<file path="src/rtl/lcd_bus_decoder.sv">
// lcd_bus_decoder: receive-side decoder and pixel mirror for an 8080-style LCD write bus
module lcd_bus_decoder #(
    parameter int LCD_W = 320,
    parameter int LCD_H = 240
) (
    input  logic        clk,
    input  logic        resetN,
    input  logic [7:0]  lcd_db,
    input  logic        lcd_wr,
    input  logic        lcd_d_c,
    input  logic        lcd_rd,
    input  logic        lcd_reset,
    output logic        pxl_valid,
    output logic [10:0] pxl_x,
    output logic [10:0] pxl_y,
    output logic [11:0] pxl_rgb,
    output logic        cmd_valid,
    output logic [7:0]  cmd_byte,
    output logic        frame_done,
    output logic        protocol_err
);
    typedef enum logic [3:0] {
        IDLE, CASET0, CASET1, CASET2, CASET3,
        PASET0, PASET1, PASET2, PASET3, RAM_HI, RAM_LO
    } state_t;

    state_t      state_q, state_d;
    logic [9:0]  s1_q, s1_d, s2_q, s2_d;
    logic        s3_q, s3_d;
    logic        prst1_q, prst1_d, prst2_q, prst2_d;
    logic        ev_q, ev_d, evdc_q, evdc_d;
    logic [7:0]  evdb_q, evdb_d;
    logic [23:0] par_q, par_d;
    logic [8:0]  sc_q, sc_d, ec_q, ec_d, sp_q, sp_d, ep_q, ep_d;
    logic [8:0]  x_q, x_d, y_q, y_d;
    logic [7:0]  hi_q, hi_d;
    logic        pxl_valid_q, pxl_valid_d, frame_done_q, frame_done_d;
    logic [8:0]  pxl_x_q, pxl_x_d, pxl_y_q, pxl_y_d;
    logic [11:0] pxl_rgb_q, pxl_rgb_d;
    logic        cmd_valid_q, cmd_valid_d;
    logic [7:0]  cmd_byte_q, cmd_byte_d;
    logic        err_q, err_d;
    logic [15:0] s16, e16;
    logic        x_wrap, col_ok, row_ok;
    logic        unused_rd;

    assign unused_rd    = lcd_rd;
    assign s16          = par_q[23:8];
    assign e16          = {par_q[7:0], evdb_q};
    assign col_ok       = s16 <= e16 && e16 < 16'(LCD_W);
    assign row_ok       = s16 <= e16 && e16 < 16'(LCD_H);
    assign x_wrap       = !(x_q < ec_q);
    assign pxl_valid    = pxl_valid_q;
    assign pxl_x        = {2'b00, pxl_x_q};
    assign pxl_y        = {2'b00, pxl_y_q};
    assign pxl_rgb      = pxl_rgb_q;
    assign cmd_valid    = cmd_valid_q;
    assign cmd_byte     = cmd_byte_q;
    assign frame_done   = frame_done_q;
    assign protocol_err = err_q;

    // Synchronizer, byte-event detection and command/parameter/pixel decoding
    always_comb begin
        s1_d         = {lcd_wr, lcd_d_c, lcd_db};
        s2_d         = s1_q;
        s3_d         = s2_q[9];
        prst1_d      = lcd_reset;
        prst2_d      = prst1_q;
        ev_d         = s2_q[9] & ~s3_q;
        evdc_d       = s2_q[8];
        evdb_d       = s2_q[7:0];
        state_d      = state_q;
        par_d        = par_q;
        sc_d         = sc_q;
        ec_d         = ec_q;
        sp_d         = sp_q;
        ep_d         = ep_q;
        x_d          = x_q;
        y_d          = y_q;
        hi_d         = hi_q;
        pxl_valid_d  = 1'b0;
        frame_done_d = 1'b0;
        pxl_x_d      = pxl_x_q;
        pxl_y_d      = pxl_y_q;
        pxl_rgb_d    = pxl_rgb_q;
        cmd_valid_d  = 1'b0;
        cmd_byte_d   = cmd_byte_q;
        err_d        = err_q;
        if (ev_q && !evdc_q) begin
            cmd_valid_d = 1'b1;
            cmd_byte_d  = evdb_q;
            state_d     = evdb_q == 8'h2A ? CASET0 :
                          evdb_q == 8'h2B ? PASET0 :
                          (evdb_q == 8'h2C || evdb_q == 8'h3C) ? RAM_HI : IDLE;
            x_d         = evdb_q == 8'h2C ? sc_q : x_q;
            y_d         = evdb_q == 8'h2C ? sp_q : y_q;
        end else if (ev_q) begin
            case (state_q)
                CASET0, CASET1, CASET2, PASET0, PASET1, PASET2: begin
                    par_d   = {par_q[15:0], evdb_q};
                    state_d = state_q == CASET0 ? CASET1 :
                              state_q == CASET1 ? CASET2 :
                              state_q == CASET2 ? CASET3 :
                              state_q == PASET0 ? PASET1 :
                              state_q == PASET1 ? PASET2 : PASET3;
                end
                CASET3: begin
                    sc_d    = col_ok ? s16[8:0] : sc_q;
                    ec_d    = col_ok ? e16[8:0] : ec_q;
                    err_d   = err_q | !col_ok;
                    state_d = IDLE;
                end
                PASET3: begin
                    sp_d    = row_ok ? s16[8:0] : sp_q;
                    ep_d    = row_ok ? e16[8:0] : ep_q;
                    err_d   = err_q | !row_ok;
                    state_d = IDLE;
                end
                RAM_HI: begin
                    hi_d    = evdb_q;
                    state_d = RAM_LO;
                end
                RAM_LO: begin
                    pxl_valid_d  = 1'b1;
                    pxl_x_d      = x_q;
                    pxl_y_d      = y_q;
                    pxl_rgb_d    = {hi_q[7:4], hi_q[2:0], evdb_q[7], evdb_q[4:1]};
                    x_d          = x_wrap ? sc_q : x_q + 9'd1;
                    y_d          = !x_wrap ? y_q : y_q == ep_q ? sp_q : y_q + 9'd1;
                    frame_done_d = x_wrap && y_q == ep_q;
                    state_d      = RAM_HI;
                end
                default: ;
            endcase
        end
    end

    // Decoder state; a synchronized panel reset clears it just like resetN
    always_ff @(posedge clk) begin
        if (!resetN || !prst2_q) begin
            state_q      <= IDLE;
            s1_q         <= '0;
            s2_q         <= '0;
            s3_q         <= 1'b0;
            ev_q         <= 1'b0;
            evdc_q       <= 1'b0;
            evdb_q       <= '0;
            par_q        <= '0;
            sc_q         <= '0;
            ec_q         <= 9'(LCD_W - 1);
            sp_q         <= '0;
            ep_q         <= 9'(LCD_H - 1);
            x_q          <= '0;
            y_q          <= '0;
            hi_q         <= '0;
            pxl_valid_q  <= 1'b0;
            frame_done_q <= 1'b0;
            pxl_x_q      <= '0;
            pxl_y_q      <= '0;
            pxl_rgb_q    <= '0;
            cmd_valid_q  <= 1'b0;
            cmd_byte_q   <= '0;
        end else begin
            state_q      <= state_d;
            s1_q         <= s1_d;
            s2_q         <= s2_d;
            s3_q         <= s3_d;
            ev_q         <= ev_d;
            evdc_q       <= evdc_d;
            evdb_q       <= evdb_d;
            par_q        <= par_d;
            sc_q         <= sc_d;
            ec_q         <= ec_d;
            sp_q         <= sp_d;
            ep_q         <= ep_d;
            x_q          <= x_d;
            y_q          <= y_d;
            hi_q         <= hi_d;
            pxl_valid_q  <= pxl_valid_d;
            frame_done_q <= frame_done_d;
            pxl_x_q      <= pxl_x_d;
            pxl_y_q      <= pxl_y_d;
            pxl_rgb_q    <= pxl_rgb_d;
            cmd_valid_q  <= cmd_valid_d;
            cmd_byte_q   <= cmd_byte_d;
        end
    end

    // Panel-reset synchronizer and sticky error, both immune to the panel reset
    always_ff @(posedge clk) begin
        if (!resetN) begin
            prst1_q <= 1'b1;
            prst2_q <= 1'b1;
            err_q   <= 1'b0;
        end else begin
            prst1_q <= prst1_d;
            prst2_q <= prst2_d;
            err_q   <= err_d;
        end
    end
endmodule

</file>
<file path="config.mk">
export PLATFORM = sky130hd
export DESIGN_NAME = lcd_bus_decoder
export DESIGN_NICKNAME = d
export VERILOG_FILES = /design/src/rtl/lcd_bus_decoder.sv
export SDC_FILE = /design/constraint.sdc
export NUM_CORES = 1
export LEC_CHECK = 0
export CAP_MARGIN = 25
export CORE_MARGIN = 8
export CORE_UTILIZATION = 58
export CTS_BUF_LIST = sky130_fd_sc_hd__clkbuf_4 sky130_fd_sc_hd__clkbuf_8 sky130_fd_sc_hd__clkbuf_16
export DETAILED_ROUTE_END_ITERATION = 10
export HOLD_SLACK_MARGIN = 0.05
export PLACE_DENSITY = 0.8
export RECOVER_POWER = 25
export SYNTH_ARGS = -nofsm -noshare
export SYNTH_HDL_FRONTEND = slang
export SYNTH_SLANG_ARGS = --single-unit
</file>
<file path="constraint.sdc">
create_clock -name clk -period 2.7 [get_ports clk]
set_input_delay 0.54 -clock clk [delete_from_list [all_inputs] [get_ports clk]]
set_output_delay 0.54 -clock clk [all_outputs]
set_load 0.01 [all_outputs]
</file>
# Word level (Yosys, flattened, before mapping)
# Cells that the tools add are included.
# word_totals
inputBits	14
reg_bits	165
elab_cells	109
out_inout_bits	46
# classes
n_lt_le_gt_ge	4
eq_ne	17
bitwise_logic	7
n_reduce_logical	29
n_mux	25
n_addsub	2
# ops
operator	count
two-way mux 9 bit	11
two-way mux 4 bit	10
equality test 8 x 6 -> 1 bit (second input constant)	4
adder 9 x 1 -> 9 bit (second input constant)	2
equality test 4 x 3 -> 1 bit (second input constant)	4
<= comparator 16 bit	1
< comparator 16 x 8 -> 1 bit (second input constant)	1
< comparator 16 x 9 -> 1 bit (second input constant)	1
one-hot mux 4 bit (4 select lines)	1
AND reduction 3 bit	5
equality test 4 bit (second input constant)	3
AND reduction 4 bit	3
equality test 9 bit	1
< comparator 9 bit	1
equality test 4 x 2 -> 1 bit (second input constant)	2
zero test 1 bit	6
nonzero test 2 bit	3
OR reduction 6 bit	1
nonzero test 5 bit	1
equality test 4 x 1 -> 1 bit (second input constant)	1
logical AND 1 bit	4
NOT 1 bit	4
OR reduction 4 bit	1
OR reduction 3 bit	1
other kinds (9)	12

# Depth between registers and ports, before layout
# depth
word_depth	9
depth_mapped	11
ltp_nobuf	8

# Worst setup path after synthesis
# No wires, ideal clock.
# synth_path
path_type	reg-to-reg
start	register evdb_q[7]
end	register ep_q[5]
n_path_buf	3
arrival_ns	2.282
period_less_slack_ns	2.424
setup_slack_ns	0.276
required_time_ns	2.557
path_stages_with_launch	12
setup_time_ns	0.143
path_cell_list	dfxtp_1 > clkbuf_1 > inv_1 > ha_1 > a21oi_1 > o21ai_0 > a221o_1 > o31a_1 > buf_6 > buf_8 > o21ai_1 > o311ai_1
# synth_via
elab_chain_cells	3
elab_cells_between_ends	4
cone_classes	order compare (2); reduce/logical (2)
# synth_lines
item	line_no	source
from (decl)	32	logic [7:0] evdb_q, evdb_d;
from (signal assigned)	170	evdb_q <= evdb_d;
<= comparator 16 bit / < comparator 16 x 8 -> 1 bit (equally long branches)	51	assign row_ok = s16 <= e16 && e16 < 16'(LCD_H);
logical AND 1 bit *	51	
AND reduction 4 bit (no line) *	--	
to (signal assigned)	152	ep_q <= 9'(LCD_H - 1);
to (signal assigned)	175	ep_q <= ep_d;
to (decl)	34	logic [8:0] sc_q, sc_d, ec_q, ec_d, sp_q, sp_d, ep_q, ep_d;
# Every way passes the cells marked *; elsewhere a longest branch is shown, timed or not.
# A chain may end at the register's enable or synchronous reset.

# Final worst setup path
# layout_path
start	register par_q[4]
end	register sp_q[1]
# layout_via
elab_chain_cells	3
elab_cells_between_ends	4
cone_classes	order compare (2); reduce/logical (2)
# layout_lines
item	line_no	source
from (decl)	33	logic [23:0] par_q, par_d;
from (signal assigned)	171	par_q <= par_d;
<= comparator 16 bit / < comparator 16 x 8 -> 1 bit (equally long branches)	51	
logical AND 1 bit *	51	
AND reduction 4 bit (no line) *	--	
to (signal assigned)	174	sp_q <= sp_d;
to (decl)	34	
# Marks and branches as above.

==> reports/qor.yml <==
route:
  drt_pass1_iterations: 5
  viasPerCell: 5.80
  drt_iter0_markers: 665
  drtAntennaViolNets: 0
  totalWireLength_um: 17200
  drc_errors: 0
  num_vias: 6071
  routedWlPerCell_um: 16.4
cts:
  holdBufCountCts: 0
  numCtsBuffers: 17
  post_cts_buffers: 0
  htreeDepth: 4
  cts_resized: 0
  cts_sinks: 164
  clk_pin_slew_ps: 60
  clockRootBuffer: "clkbuf_16"
  cts_tree: "yes"
  insertion_delay_ps: 430
  cts_buffer_depth: 2
timing:
  period_share: 0.964
  period_minus_slack_ps: 2600
  rsz0062_at_grt: "no"
  hold_violations: 0
  tightest_slew_ps: 1040
  max_slew_margin: 0.305
  finalMaxSlewViolations: 0
  fmaxAchievable_mhz: 384
  fin_worst_skew_ps: 5.72
  tns_ps: 0
  final-setup-viol-count: 0
final_layout:
  final_layout_size_suffix_gt1_frac: 0.0801
  fill_cells: 908
  multi_input_area_um2: 3320
  nNetsFinal: 928
  antenna_cells: 0
  seq_area_um2: 3280
  area_growth_pct: 19.1
synth:
  synth-main-ff-cell: "dfxtp_1"
  syn_area_um2: 6980
  synth_warnings: 0
  synth_edf_count: 0
  yosys.cell_types.count: 54
  yosys_register_bits: 164
  synth_area_per_cell_um2: 8.31
  synth_top_area_frac: 0.471
  synth_cells: 839
  seq_area_frac_synth: 0.471
  synth_async_sr_flop_share: 0
  synthTopCellsByArea: "dfxtp_1, nand2_1, a21oi_1"
  synth.largest_area_cell: "dfxtp_1"
floorplan:
  coreArea_um2: 11900
  die_w_um: 126
  fp.dieArea_um2: 15800
  rows: 40
  io_pins: 60
  chipHeight_um: 126
  initial_core_util: 0.588
setup_path:
  cpMaxStageDelayCell: "or4_4"
  worstPathCellList: "or4_4 -> or3_1 -> a221o_1 -> o31a_1 -> buf_12 -> o21ai_0 -> a21oi_1"
  critical-path-top-delay-family: "compound AO/OA/AOI/OAI gates"
  crit_buf_inv: 1
  worstPathRequired_ps: 2970
  cp_max_fo: 47
  cp_slowest_stage_delay_ps: 540
  cp-start-kind: "flop"
  setup.worst_path.end_class: "flop"
  path_class: "flop to flop"
  crit_arrival_ps: 2870
pwr:
  power_mw: 5.16
  powerDensity_nw_per_um2: 621
  p_leak_nw: 3.14
  peakVddDrop_mv: 0.630
run:
  maxCapViolations: 0
global_routing:
  antenna_found_initial: 0
  grt_max_degree: 50
  overflow: 0
  grt_pass1_vias: 5879
  grt_usage: 0.220
  grt_first_pass_wirelength_um: 28300
place:
  hpwl_um: 11900
  gp_congestion: 0.939
  port_buffers: 54
worst_hold_path:
  hold_path.class: "flop to flop"
outcome:
  status: "completed"
[placed cells by master, fill, tap and decap left out, types with 5 or more instances in the layout]
| cell | netlist | routed |
|---|---|---|
| dfxtp_1 | 164 | 164 |
| nand2_1 | 156 | 156 |
| a21oi_1 | 110 | 110 |
| clkdlybuf4s50_1 | 0 | 53 |
| nand3_1 | 42 | 42 |
| o21ai_0 | 34 | 34 |
| nor2_1 | 33 | 33 |
| and3_1 | 31 | 31 |
| buf_4 | 6 | 28 |
| inv_1 | 27 | 27 |
| ha_1 | 26 | 26 |
| o21ai_1 | 20 | 20 |
| clkbuf_16 | 0 | 17 |
| mux2i_1 | 15 | 15 |
| o311ai_1 | 12 | 12 |
| xor2_1 | 11 | 11 |
| nand4_1 | 10 | 10 |
| o22ai_1 | 7 | 7 |
| nor3_1 | 7 | 7 |
| nor2b_1 | 7 | 6 |
| nand2b_1 | 6 | 6 |
| or2_2 | 6 | 6 |
| nor4_1 | 5 | 5 |
| a31oi_1 | 5 | 5 |
[power breakdown]
group / total, mW / internal (mW) / switching [mW] / leakage, nW
Combinational: 0.207 / 0.0729 / 0.134 / 1.51
Sequential: 2.45 / 2.44 / 0.0129 / 1.33
Clock: 2.50 / 1.58 / 0.923 / 0.303
Total: 5.16 / 4.09 / 1.07 / 3.14
[cells by family (layout without fill, tap and decap cells)]
kind of cell / after synthesis / after routing / synth area share
compound gates: 210 / 210 / 0.171
other cells: 1 / 4 / 0.000538
buf+inv: 88 / 145 / 0.0554
mux: 16 / 16 / 0.0231
simple gates: 320 / 320 / 0.215
fa+ha+maj: 26 / 26 / 0.0466
flops: 164 / 164 / 0.471
xor+xnor: 14 / 14 / 0.0176
[metal layers]
| metal | vias to the layer above | routed length (um) | part of all wire | GRT usage |
|---|---|---|---|---|
| met5 | - | 0 | 0 | 0 |
| met4 | 0 | 330 | 0.019 | 0.0824 |
| met3 | 31 | 958 | 0.056 | 0.0540 |
| met2 | 207 | 8450 | 0.49 | 0.377 |
| met1 | 2835 | 7430 | 0.43 | 0.260 |
| li1 | 2998 | - | - | - |
[area by class of cell]
cell class / count / area share
multi-input cells: 590 / 0.400
flip-flops and latches: 164 / 0.395
repair buffers: 88 / 0.0972
clock buffers: 20 / 0.0547
well taps: 147 / 0.0221
clock inverters: 10 / 0.0188
inverters: 27 / 0.0122
[synthesized netlist by cell type, drive strengths merged (4+ instances only)]
| library cell | number |
|---|---|
| buf | 12 |
| nor2b | 7 |
| o21ai | 54 |
| and3 | 31 |
| xor2 | 11 |
| mux2i | 15 |
| or2 | 6 |
| clkbuf | 49 |
| nor3 | 7 |
| nand2b | 6 |
| nor4 | 6 |
| or3 | 4 |
| nand3 | 42 |
| dfxtp | 164 |
| o22ai | 7 |
| nand2 | 156 |
| a31oi | 5 |
| nor2 | 33 |
| inv | 27 |
| ha | 26 |
| nand4 | 10 |
| a21oi | 110 |
| o311ai | 12 |
[state kept, by name, summed over array words and instances (netlist names), 4 cells and up]
name / cells
cmd_byte: 8
ec_q: 9
ep_q: 9
evdb_q: 8
hi_q: 7
par_q: 24
pxl_rgb: 12
pxl_x_q: 9
pxl_y_q: 9
s1_q: 10
s2_q: 10
sc_q: 9
sp_q: 9
state_q: 4
x_q: 9
y_q: 9
[worst reg2reg max path, stage by stage, from the launching register on]
cell and delay [ps]:
dfxtp_1 340, or4_4 540, or3_1 350, a221o_1 320, o31a_1 350, buf_12 190
o21ai_0 260, a21oi_1 110
[per-stage QoR]
stage                     cells  hold slack, ps   util  worst slack, ps  cell area (um2)
final                      1046             389  0.700             97.1             8310
after global placement     1016             376  0.651              239             7720
after global routing       1046             411  0.700             28.6             8310
after CTS                  1046             391  0.702              122             8330
after detailed placement   1016             385  0.651              184             7720
after floorplan             842             367      -              276             6990
[final timing paths]
kind              cells after the start  slack (ps)  endpoint     start
setup / recovery                      7         100   sp_q[1]  par_q[4]
hold / removal                        1         390      ev_q      s3_q
setup reg to reg                      7         100   sp_q[1]  par_q[4]
hold reg to reg                       1         390      ev_q      s3_q
(Power assumes the default switching activity.)
